--- src/rtl/icache_refill_ctrl.sv ---
// I-cache miss/refill/flush sequencer: same-cycle hit, one-line refill, then tag commit.
// Latency: hit 0 cycles; miss-to-resp = 1 + req wait + beats + 1 + 1 cycles.
// Backpressure: holds mem_req until mem_req_ready; refill beats may gap; cpu_stall outside IDLE.
// Optional: ICACHE_PERF_CNT_EN adds hit/miss performance counters (tied to 0 otherwise).
module icache_refill_ctrl #(
    parameter int LINE_WORDS = 4,
    parameter int BEAT_CNT_W = 2
) (
    input  logic        clk,
    input  logic        rst_n,
    input  logic        cpu_req_valid,
    input  logic [31:0] cpu_addr,
    output logic        cpu_resp_valid,
    output logic        cpu_stall,
    output logic [5:0]  tag_lookup_index,
    output logic [21:0] tag_lookup_tag,
    input  logic        tag_hit,
    output logic        tag_update_valid,
    output logic [5:0]  tag_update_index,
    output logic [21:0] tag_update_tag,
    output logic        tag_flush_all,
    output logic        data_we,
    output logic [5:0]  data_index,
    output logic [1:0]  data_word_sel,
    output logic [31:0] data_wdata,
    output logic        mem_req_valid,
    input  logic        mem_req_ready,
    output logic [31:0] mem_req_addr,
    input  logic        mem_resp_valid,
    input  logic [31:0] mem_resp_data,
    input  logic        flush_req,
    output logic        flush_done,
    output logic [31:0] perf_hit_cnt,
    output logic [31:0] perf_miss_cnt
);

    typedef enum logic [2:0] {
        IDLE     = 3'd0,
        MISS_REQ = 3'd1,
        REFILL   = 3'd2,
        COMMIT   = 3'd3,
        FLUSH    = 3'd4
    } state_t;

    localparam logic [BEAT_CNT_W-1:0] LAST_BEAT = BEAT_CNT_W'(LINE_WORDS - 1);

    state_t                state, state_nxt;
    logic [BEAT_CNT_W-1:0] beat_cnt;
    logic                  flush_pending;
    logic [21:0]           miss_tag;
    logic [5:0]            miss_idx;
    logic                  flush_go;
    logic                  miss_go;
    logic                  unused_addr_off;

    // Offset bits select the word inside the data array, not used here.
    assign unused_addr_off = ^cpu_addr[3:0];

    // Lookup always presents the live fetch address to the tag array.
    assign tag_lookup_index = cpu_addr[9:4];
    assign tag_lookup_tag   = cpu_addr[31:10];

    // A flush (new or deferred) wins over a simultaneous fetch in IDLE.
    assign flush_go = flush_req | flush_pending;
    assign miss_go  = cpu_req_valid & ~tag_hit & ~flush_go;

    // State, beat counter, pending-flush flag and latched miss address.
    always_ff @(posedge clk) begin
        if (!rst_n) begin
            state         <= IDLE;
            beat_cnt      <= '0;
            flush_pending <= 1'b0;
            miss_tag      <= '0;
            miss_idx      <= '0;
        end else begin
            state <= state_nxt;
            if (state == IDLE && miss_go) begin
                miss_tag <= cpu_addr[31:10];
                miss_idx <= cpu_addr[9:4];
            end
            if (state == MISS_REQ && mem_req_ready)
                beat_cnt <= '0;
            else if (state == REFILL && mem_resp_valid)
                beat_cnt <= beat_cnt + 1'b1;
            // Flush requests arriving mid-refill are held until the line commits.
            if (state == FLUSH)
                flush_pending <= 1'b0;
            else if (state != IDLE && flush_req)
                flush_pending <= 1'b1;
        end
    end

    // Next-state and all per-state outputs.
    always_comb begin
        state_nxt        = state;
        cpu_resp_valid   = 1'b0;
        cpu_stall        = 1'b1;
        tag_update_valid = 1'b0;
        tag_update_index = '0;
        tag_update_tag   = '0;
        tag_flush_all    = 1'b0;
        data_we          = 1'b0;
        data_index       = '0;
        data_word_sel    = '0;
        data_wdata       = '0;
        mem_req_valid    = 1'b0;
        mem_req_addr     = '0;
        flush_done       = 1'b0;
        case (state)
            IDLE: begin
                cpu_resp_valid = cpu_req_valid & tag_hit & ~flush_go;
                cpu_stall      = cpu_req_valid & (~tag_hit | flush_go);
                if (flush_go)
                    state_nxt = FLUSH;
                else if (miss_go)
                    state_nxt = MISS_REQ;
            end
            MISS_REQ: begin
                mem_req_valid = 1'b1;
                mem_req_addr  = {miss_tag, miss_idx, 4'b0000};
                if (mem_req_ready)
                    state_nxt = REFILL;
            end
            REFILL: begin
                data_index    = miss_idx;
                data_word_sel = 2'(beat_cnt);
                if (mem_resp_valid) begin
                    data_we    = 1'b1;
                    data_wdata = mem_resp_data;
                    if (beat_cnt == LAST_BEAT)
                        state_nxt = COMMIT;
                end
            end
            COMMIT: begin
                tag_update_valid = 1'b1;
                tag_update_index = miss_idx;
                tag_update_tag   = miss_tag;
                state_nxt        = (flush_pending | flush_req) ? FLUSH : IDLE;
            end
            FLUSH: begin
                tag_flush_all = 1'b1;
                flush_done    = 1'b1;
                state_nxt     = IDLE;
            end
            default: state_nxt = IDLE;
        endcase
    end

`ifdef ICACHE_PERF_CNT_EN
    logic [31:0] hit_cnt_q;
    logic [31:0] miss_cnt_q;

    // Wrapping hit/miss counters, cleared only by reset.
    always_ff @(posedge clk) begin
        if (!rst_n) begin
            hit_cnt_q  <= '0;
            miss_cnt_q <= '0;
        end else begin
            if (cpu_resp_valid)
                hit_cnt_q <= hit_cnt_q + 32'd1;
            if (state == IDLE && miss_go)
                miss_cnt_q <= miss_cnt_q + 32'd1;
        end
    end

    assign perf_hit_cnt  = hit_cnt_q;
    assign perf_miss_cnt = miss_cnt_q;
`else
    assign perf_hit_cnt  = 32'h0;
    assign perf_miss_cnt = 32'h0;
`endif

endmodule

--- config.mk ---
export PLATFORM = sky130hd
export DESIGN_NAME = icache_refill_ctrl
export DESIGN_NICKNAME = d
export VERILOG_FILES = /design/src/rtl/icache_refill_ctrl.sv
export SDC_FILE = /design/constraint.sdc
export NUM_CORES = 1
export LEC_CHECK = 0
export CAP_MARGIN = 10
export CORE_AREA = 2 2 104 106
export CTS_BUF_LIST = sky130_fd_sc_hd__clkbuf_4
export CTS_CLUSTER_DIAMETER = 200
export DETAILED_ROUTE_END_ITERATION = 7
export DIE_AREA = 0 0 106 108
export GPL_TIMING_DRIVEN = 0
export PLACE_DENSITY = 0.74
export SLEW_MARGIN = 20
export SYNTH_ARGS = -nofsm -noshare
export SYNTH_HDL_FRONTEND = slang
export SYNTH_SLANG_ARGS = --single-unit
--- constraint.sdc ---
create_clock -name clk -period 2.35 [get_ports clk]
set_input_delay 0.47 -clock clk [delete_from_list [all_inputs] [get_ports clk]]
set_output_delay 0.47 -clock clk [all_outputs]
set_load 0.05 [all_outputs]
# Word level (Yosys, flattened, before mapping)
# Index checks and enable logic that the tools add are counted.
# totals
reg_bits,34
in_bits,71
out_inout_bits,199
word_cells,55
# op_classes
add_sub_neg,1
n_eq_ne,9
muxes,21
bitwise,10
n_reduce_logical,9
# ops
op,count
two-way mux 32 bit,3
two-way mux 22 bit,1
two-way mux 3 bit,6
two-way mux 6 bit,2
case mux 3 bit (4 select lines),1
two-way mux 1 bit,7
"equality test 3 x 2 -> 1 bit, second input constant",2
bitwise AND 1 bit,5
logical AND 1 bit,4
"inequality test 2 bit, second input constant",2
AND reduction 4 bit,1
OR reduction 2 bit,2
"equality test 3 x 1 -> 1 bit, second input constant",1
"equality test 3 bit, second input constant",1
zero test 3 bit,1
"inequality test 3 bit, second input constant",1
inverter 1 bit,3
nonzero test 3 bit,1
"adder 2 x 1 -> 2 bit, second input constant",1
"equality test 2 bit, second input constant",1
two-way mux 2 bit,1
"inequality test 2 x 1 -> 1 bit, second input constant",1
OR 1 bit,2

# Depth between registers and ports, before layout
# logic_depth
word_depth,6
ltp_mapped,5
depth_no_buf,3

# Worst setup path after synthesis
# No wires, ideal clock.
# synth_path
kind,register to output
from,reg state[0]
to,out tag_flush_all
arrival_time_ns,2.139
t_required_ns,1.880
setup_slack_ns,-0.259
path_stages_with_launch,4
n_path_buf,2
cell_sequence,dfxtp_1 -> clkbuf_1 -> nor3b_1 -> buf_4
# synth_between
elab_chain_cells,2
# synth_rtl
element,line,rtl
start: declaration,47,"state_t state, state_nxt;"
start signal: assignment,76,state <= state_nxt;
equality test 3 bit,-,
two-way mux 1 bit,-,
end: declaration,21,"output logic tag_flush_all,"
# No other way between the ends.

# Final worst setup path
# layout_path
from,in cpu_addr[7]
to,out tag_lookup_index[3]
# layout_rtl
element,line,rtl
start: declaration,12,"input logic [31:0] cpu_addr,"
end: declaration,15,"output logic [5:0] tag_lookup_index,"
# No word-level cell between the ends.

==> reports/qor.txt <==
RUN STATUS
----------------------------------------------------------------------------------
Result of the run                                                     complete, no violations

STA
----------------------------------------------------------------------------------
Clock Skew                                                               0.0103 ns
Shortest clock period the worst path allows after layout                   2.33 ns
Remaining max-slew budget at the tightest pin                                65.2%
Setup repair after global routing missed its margin                            yes
Max Clk Rate                                                               429 MHz
Final count of hold timing violations                                            0
Setup tns final                                                               0 ns
Tightest Pin Transition                                                   0.522 ns
Number of pins with negative max-slew slack in the final report                  0
Setup violations, final                                                          0
Post-route fraction of the period consumed by the critical path              99.1%

WORST HOLD PATH
----------------------------------------------------------------------------------
Path class of the lowest-slack min-delay path                         flip-flop to flip-flop
Capture endpoint of the worst hold path                                miss_tag[7]
Startpoint of the most critical hold path                              miss_tag[7]
Depth of the worst hold-timing path                                              2

GLOBAL ROUTING
----------------------------------------------------------------------------------
Initial antenna violation count                                                  0
Vias in the first global route                                                2881
Overflow left after global routing                                               0
Gr usage total                                                               16.9%
Maximum number of pins on one net before global-route repair                    11
Global-route wire length before repair                                15500 microns

SYNTH
----------------------------------------------------------------------------------
Sequential element share of the synthesized area                             23.8%
Cell Area, Synth                                                      0.00286 sq mm
Flops & latches, synth                                                          34
Count of mapped cells out of synthesis                                         366
Synth warn                                                                       0
Per-instance average area after synthesis                               7.82 sq um
Count of distinct cell types in the synthesized netlist                         30

CTS
----------------------------------------------------------------------------------
Register clock-pin slew on the reported worst setup and hold paths         0.12 ns
CTS buffer count                                                                 5
Count of clock tree sinks                                                       34
Clock latency reported for the late side of the worst-skew pair            0.34 ns
TritonCTS clock tree                                                           yes
Buffer levels on the longest clock path                                          2
CTS root buf                                                              clkbuf_4
Number of H-tree branching levels                                                2

WORST SETUP PATH
----------------------------------------------------------------------------------
FF-to-FF End                                                           miss_tag[3]
Timing startpoint of the critical path                                 cpu_addr[7]
Worst setup path category                                             primary input to primary output
Register-to-Register Setup Slack                                           0.51 ns
Register-to-Register Path Depth                                                  5
Worst path arrival time                                                    1.86 ns
Worst r2r src                                                             state[2]
Worst endpoint required time                                               1.88 ns
CP endpoint kind                                                      primary output
Startpoint Class                                                      primary input
Worst Path Max Fanout                                                            2

DETAILED ROUTING
----------------------------------------------------------------------------------
DR iter-0 viols                                                                 81
Total Wirelength                                                      10300 microns
Number of vias in the routed layout                                           3043
Number of antenna-violating nets in the routed design                            0
Wire per inst                                                         13.2 microns
Vias per inst                                                                 3.88
Number of optimization iterations in the first detailed-route pass               4
Drt drc                                                                          0

PLACE
----------------------------------------------------------------------------------
Estimated wirelength of the detail-placed design                      8080 microns
Number of port buffers                                                         197
Placer Congestion                                                            0.726
Placed Instances                                                               766

CELLS AND AREA
----------------------------------------------------------------------------------
Share of final-layout standard cells stronger than drive strength 1          37.8%
Final #Nets                                                                    720
Fin cells                                                                      784
Area growth, synth to finish                                                 88.0%
Final antenna diode count                                                        0

FLOORPLANNING
----------------------------------------------------------------------------------
Standard-cell row count                                                         37
Initial core utilization                                                     28.0%
Core area                                                             0.0102 sq mm
I/O pins                                                                       270
Die Y                                                                  108 microns
Die width                                                              106 microns
Die ar.                                                               0.0114 sq mm

PWR
----------------------------------------------------------------------------------
Power density relative to cell area                                    360 mW/mm^2
Leakage power of the design                                                2.81 nW
VDD IR-drop max                                                         0.000189 V

FLOW RUN
----------------------------------------------------------------------------------
Number of maximum-capacitance violations                                         0

## cells by family (layout without fill, tap and decap cells)
group | after synthesis | in the layout | share of synthesized area, %
DFF | 34 | 34 | 23.8
xor gates and xnor gates | 1 | 1 | 0.306
muxes | 29 | 29 | 10.1
buffers and inverters | 119 | 334 | 29.7
and+or+nand+nor | 172 | 172 | 33.3
AOI/OAI and AO/OA | 9 | 9 | 2.19
other | 1 | 68 | 0.131
adders and majority gates | 1 | 1 | 0.437
## synth_stat cells, drive strengths merged
master  instances  area (sq um)
buf           101           783
and2           97           607
nand2          57           214
dfxtp          34           681
mux2i          29           290
clkbuf         17          63.8
nor2            5          18.8
nor2b           3          18.8
nor3b           3          22.5
o21ai           3          15.0
nor4            2          27.5
a2111o          1          11.3
a211oi          1          7.51
a21bo           1          10.0
a21oi           1          5.00
a31oi           1          6.26
and3b           1          8.76
conb            1          3.75
ha              1          12.5
inv             1          3.75
nand2b          1          6.26
nor3            1          5.00
nor4bb          1          10.0
o21a            1          7.51
or4b            1          13.8
xnor2           1          8.76
## metrics by stage
stage / worst slack [ns] / total power, W / utilization, % / hold slack [ns] / area [sq um]
4_1_cts: 0.00220 / 0.00193 / 51.3 / 0.475 / 5250
2_1_floorplan: -0.0103 / 0.00126 / - / 0.439 / 3120
5_1_grt: -0.0145 / 0.00202 / 52.6 / 0.486 / 5380
3_3_place_gp: -0.952 / 0.00149 / 51.4 / 0.448 / 5260
6_report: 0.0202 / 0.00194 / 52.6 / 0.475 / 5380
3_5_place_dp: -0.998 / 0.00150 / 51.4 / 0.458 / 5260
## flip-flops by register name, summed over array words and instances, names as in the netlist
register       count
beat_cnt           2
flush_pending      1
miss_idx           6
miss_tag          22
state              3
## where the power goes
part / switching (W) / leakage (nW) / internal, W
logic: 0.000548 / 2.50 / 0.000340
clock network: 0.000214 / 0.0387 / 0.000215
registers: 0.0000207 / 0.277 / 0.000600
## how the worst max path moves through the flow
stage | slack, ns | to
2_1_floorplan | -0.01 | tag_update_tag[0]
3_3_place_gp | -0.95 | data_wdata[19]
3_5_place_dp | -1.0 | data_wdata[21]
4_1_cts | 0.002 | tag_update_tag[2]
5_1_grt | -0.01 | data_wdata[17]
6_report | 0.02 | tag_lookup_index[3]
## worst max-delay path, stage by stage
cell and delay (ns):
clkdlybuf4s50_1 0.49, buf_4 0.11, clkdlybuf4s50_1 0.78
## area by class of cell
| cell class | count | area [sq um] |
|---|---|---|
| Clock buffer | 5 | 37.5 |
| Buffer | 118 | 907 |
| Multi-Input combinational cell | 280 | 1640 |
| Tap cell | 136 | 170 |
| Clock inverter | 2 | 33.8 |
| Sequential cell | 34 | 687 |
| Fill cell | 985 | 4850 |
| Inverter | 1 | 3.75 |
| Timing Repair Buffer | 208 | 1900 |
## layout by cell type, fill, tap and decap left out, drive strengths merged, types with 12 or more instances in the layout
| cell type | netlist | routed |
|---|---|---|
| buf | 101 | 179 |
| conb | 1 | 68 |
| clkdlybuf4s50 | 0 | 73 |
| clkbuf | 17 | 43 |
| dfxtp | 34 | 34 |
| clkdlybuf4s15 | 0 | 12 |
| and2 | 97 | 97 |
| mux2i | 29 | 29 |
| nand2 | 57 | 57 |
| dlymetal6s2s | 0 | 16 |
## per-layer routing
layer	wire (microns)	vias to the layer above	track usage, %
met5	0	-	0
met4	108	0	3.48
met3	781	11	5.00
met2	5440	128	30.6
met1	4000	1360	19.8
li1	-	1544	-
## what timing repair did
item                       CTS  global route
buffers inserted             6             3
cloned                       2             0
resized for setup          559            80
hold buffers                 0             0
pin swaps                    1             0
setup endpoints to repair  107           108
Note: power is estimated with default switching activity, not from simulation.
==> variant 1, RTL diff (same flow settings) <==
Build with the macro `ICACHE_PERF_CNT_EN` defined.
--- a/src/rtl/icache_refill_ctrl.sv
+++ b/src/rtl/icache_refill_ctrl.sv
@@ -3,4 +3,6 @@
 // Backpressure: holds mem_req until mem_req_ready; refill beats may gap; cpu_stall outside IDLE.
 // Optional: ICACHE_PERF_CNT_EN adds hit/miss performance counters (tied to 0 otherwise).
+`define ICACHE_PERF_CNT_EN
+
 module icache_refill_ctrl #(
     parameter int LINE_WORDS = 4,
Formal check against the unedited RTL: not equivalent (a bounded check fails within 4 cycles, from zero or initial values and one cycle with rst_n low).
==> variant 1 against the unedited design <==
Cell area rose by 61%. The run now ends with negative setup slack left. Critical path depth rose by 2. First-iteration DRC count rose to 6.4 times the old value. Synthesized area rose by 85%. Die area did not move. Hold slack improved by 0.0023 ns. Sequential cell count rose by 64. Routed wire length rose by 100%. Power rose by 69%. Core utilization rose by 32 points. Setup slack got worse by 0.080 ns. Global-route usage rose by 16 points.
==> variant 1: results (changes against the unedited design) <==
fin_setup_tns_ns: -0.134  # -0.134 ns
wl_met1_um: 7950  # +99%
sequentialPower_w: 0.00170  # +170%
dr_wl_met2_um: 10700  # +96%
drtIter0Drc: 518  # +540%
buffers: 353  # +8.3%
grt_pass1_wl_um: 29900  # +93%
grt_usage: 0.324  # +0.156
route.met3.wl_um: 1880  # +140%
synth_xor_area_frac: 0.0297  # +0.0267
drive_above_1_share: 0.246  # -0.132
worst_slack_ns: -0.0594  # -0.0796 ns
fillers: 625  # -37%
reg2reg_to: "perf_miss_cnt[27]"
inv_count: 9  # +8
instances_no_fill: 1104  # +41%
critPathMaxStageDelay_ns: 0.62  # -0.16 ns
synth_adder_area_share: 0.00708  # +0.00271
buffer_area_frac: 0.368  # -0.154
worstPathArrival_ns: 2.81  # +0.95 ns
cp_top_family: "simple AND/OR/NAND/NOR gates"
status: "finished, violations left"
power_switching_w: 0.000909  # +16%
dpl.hpwl_um: 14700  # +82%
seq_share: 0.229  # +0.101
synthCells: 676  # +85%
n_clock_buffer: 10  # +5
setup_viol: 5  # +5
gp_congestion: 0.903  # +24%
grt_max_degree: 16  # +5
h-tree-depth: 3  # +1
place_area_sq_um: 8110  # +54%
p_leak_nw: 3.50  # +24%
ir_drop_uv: 360  # +91%
synth_common_cells: "dfxtp_1, nand2_1, and2_1"
whs_endpoint: "miss_tag[5]"
area_growth_syn_to_layout_pct: 63.3
min_from: "miss_tag[5]"
p_int_w: 0.00236  # +100%
use_met2: 0.568  # +0.262
fin_skew_ns: 0.0264  # +0.0161 ns
ys_types: 39  # +30%
pg_comb_w: 0.000558  # -37%
ys_top_cells_by_area: "dfxtp_1, and2_1, a21oi_1"
yosys.area.top_type: "dfxtp_1"
hold_ws_ns: 0.477  # +0.00229 ns
vias: 6365  # +110%
slowest_stage: "or4_4"
use_met1: 0.399  # +0.201
yosysSeqAreaShare: 0.370  # +0.132
grt_pass1_vias: 5997  # +110%
failed_checks: "negative setup slack"
critPathMaxFanout: 7  # +5
dr.pass1.iters: 5  # +1
clkLatencyLatePin_ns: 0.46  # +0.12 ns
slew_headroom: 0.523  # -0.129
multiInputGateArea_sq_um: 3120  # +91%
-- variant 1: cell count changes after synthesis, sizes merged, moves of 27 or more --
cell and delta:
and3 +35, buf -64, dfxtp +64, nand4 +28, a21oi +68, and2 -27
-- variant 1: worst max-delay path by stage --
stage,slack [ns],start,to,depth (start not counted)
after floorplan,0.006,perf_miss_cnt[8],perf_miss_cnt[27],5
after global placement,-0.76,flush_req,perf_miss_cnt[30],7
after detailed placement,-0.86,flush_req,perf_miss_cnt[26],7
after CTS,-0.04,state[2],perf_miss_cnt[27],5
after global routing,-0.1,perf_miss_cnt[14],perf_miss_cnt[31],5
final,-0.06,state[2],perf_miss_cnt[27],5
-- variant 1: repair_timing --
action                                  4_1_cts  5_1_grt
resized for setup                           592      200
setup buffers                                 1        8
cloned                                        1        3
endpoints found under the setup margin      155      161
endpoints found under the hold margin         0        0
pin swaps                                     3       14
==> variant 2, RTL diff (same settings) <==
Without the edit above. The 5 states of `state_t` get a Gray code encoding in 3 bits.
--- a/src/rtl/icache_refill_ctrl.sv
+++ b/src/rtl/icache_refill_ctrl.sv
@@ -36,9 +36,9 @@
 
     typedef enum logic [2:0] {
-        IDLE     = 3'd0,
-        MISS_REQ = 3'd1,
-        REFILL   = 3'd2,
-        COMMIT   = 3'd3,
-        FLUSH    = 3'd4
+        IDLE     = 3'b000,
+        MISS_REQ = 3'b001,
+        REFILL   = 3'b011,
+        COMMIT   = 3'b010,
+        FLUSH    = 3'b110
     } state_t;
 
Check against the original RTL: same outputs for any inputs over 10 cycles, from zero or initial values and one cycle with rst_n low; not proved beyond that.
==> variant 2 against the unedited design <==
Hold slack got worse by 0.0048 ns. Power fell by 7.9%. Largest cell class unchanged. Setup slack got worse by 0.0049 ns. Maximum frequency fell by 0.21%. Final cell count fell by 2.0%. Routed wire length fell by 4.5%. Synthesized cell count fell by 1.6%. Sequential power fell by 1%. Cell area fell by 3.6%. Clock skew fell by 0.0018 ns. Die area did not move. Sequential cell count did not move. Synthesized area fell by 1.5%.
==> variant 2: results (changes against the unedited design) <==
status: "complete, no violations"
antenna_found_initial: 0  # unchanged
multi_input_area_share: 0.304  # -0.000503
p_leak_nw: 2.67  # -5.1%
wire_per_inst_um: 12.8  # -2.5%
vias: 2932  # -3.6%
seq_area_sq_um: 683  # -0.55%
core_sq_um: 10200  # unchanged
gp_congestion: 0.714  # -1.6%
grt_pass1_wl_um: 14400  # -7.2%
fin_skew_ns: 0.00850  # -0.00183 ns
grt_pass1_vias: 2779  # -3.5%
ys_types: 27  # -10%
path_class: "in -> out"
pre_cts_slack_ns: -1.04  # -0.0415 ns
power_clock_w: 0.000329  # -23%
synth_compound_area_frac: 0.0173  # -0.00455
synth_adder_area_share: 0.00444  # +0.0000660
n_clock_buffer: 6  # +1
buffers: 315  # -3.4%
synth_xor_area_frac: 0.00311  # +0.0000462
buffer_area_frac: 0.520  # -0.00256
dpl.hpwl_um: 7970  # -1.3%
cts_resized: 449  # -20%
synthMuxAreaShare: 0.103  # +0.00153
port_buffers: 196  # -0.51%
ys_top_cells_by_area: "buf_4, dfxtp_1, and2_1"
critPathLaunch: "cpu_addr[28]"
grt_usage: 0.158  # -0.0101
drive_above_1_share: 0.367  # -0.0110
clock_area_frac: 0.0104  # -0.00288
instances_no_fill: 768  # -2.0%
inv_count: 2  # +1
fillers: 1037  # +5.3%
slew_headroom: 0.620  # -0.0318
synth_common_cells: "buf_4, and2_1, nand2_1"
grt_max_degree: 11  # unchanged
clk_pin_slew_ns: 0.10  # -0.02 ns
h-tree-depth: 2  # unchanged
ir_drop_uv: 179  # -5.6%
sequentialPower_w: 0.000614  # -1%
min_from: "miss_tag[4]"
drtIter0Drc: 84  # +3.7%
yosysSeqAreaShare: 0.241  # +0.00359
nNetsFinal: 703  # -2.4%
postCtsSetupBuffers: 2  # -4
power_switching_w: 0.000747  # -4.5%
dp_cells: 759  # -0.91%
## variant 2: cell types whose count changed in the layout (fill, tap and decap cells not counted), sizes merged, moves of 2 or more
cell,delta
nor2,-2
nor4b,+2
clkdlybuf4s18,+2
nor2b,-3
clkdlybuf4s50,+3
clkdlybuf4s15,+16
dlymetal6s2s,-3
buf,-4
clkbuf,-23
nor4,-2
## variant 2: critical path, stage by stage
cell and delay (ns):
clkdlybuf4s50_1 0.49, buf_4 0.11, clkdlybuf4s50_1 0.79
## variant 2: metal layers
metal	track usage	routed length, um	vias up
met5	0	0	-
met1	0.196	4070	1294
li1	-	-	1500
met2	0.278	4990	130
met4	0.0357	95	0
met3	0.0410	708	8
## variant 2: path summary, 6_finish.rpt
kind                         to  slack (ns)  cells after the start
max          tag_lookup_tag[18]        0.02                      3
min                 miss_tag[4]        0.47                      2
max reg2reg         miss_idx[5]        0.55                      6
min reg2reg         miss_tag[4]        0.47                      2
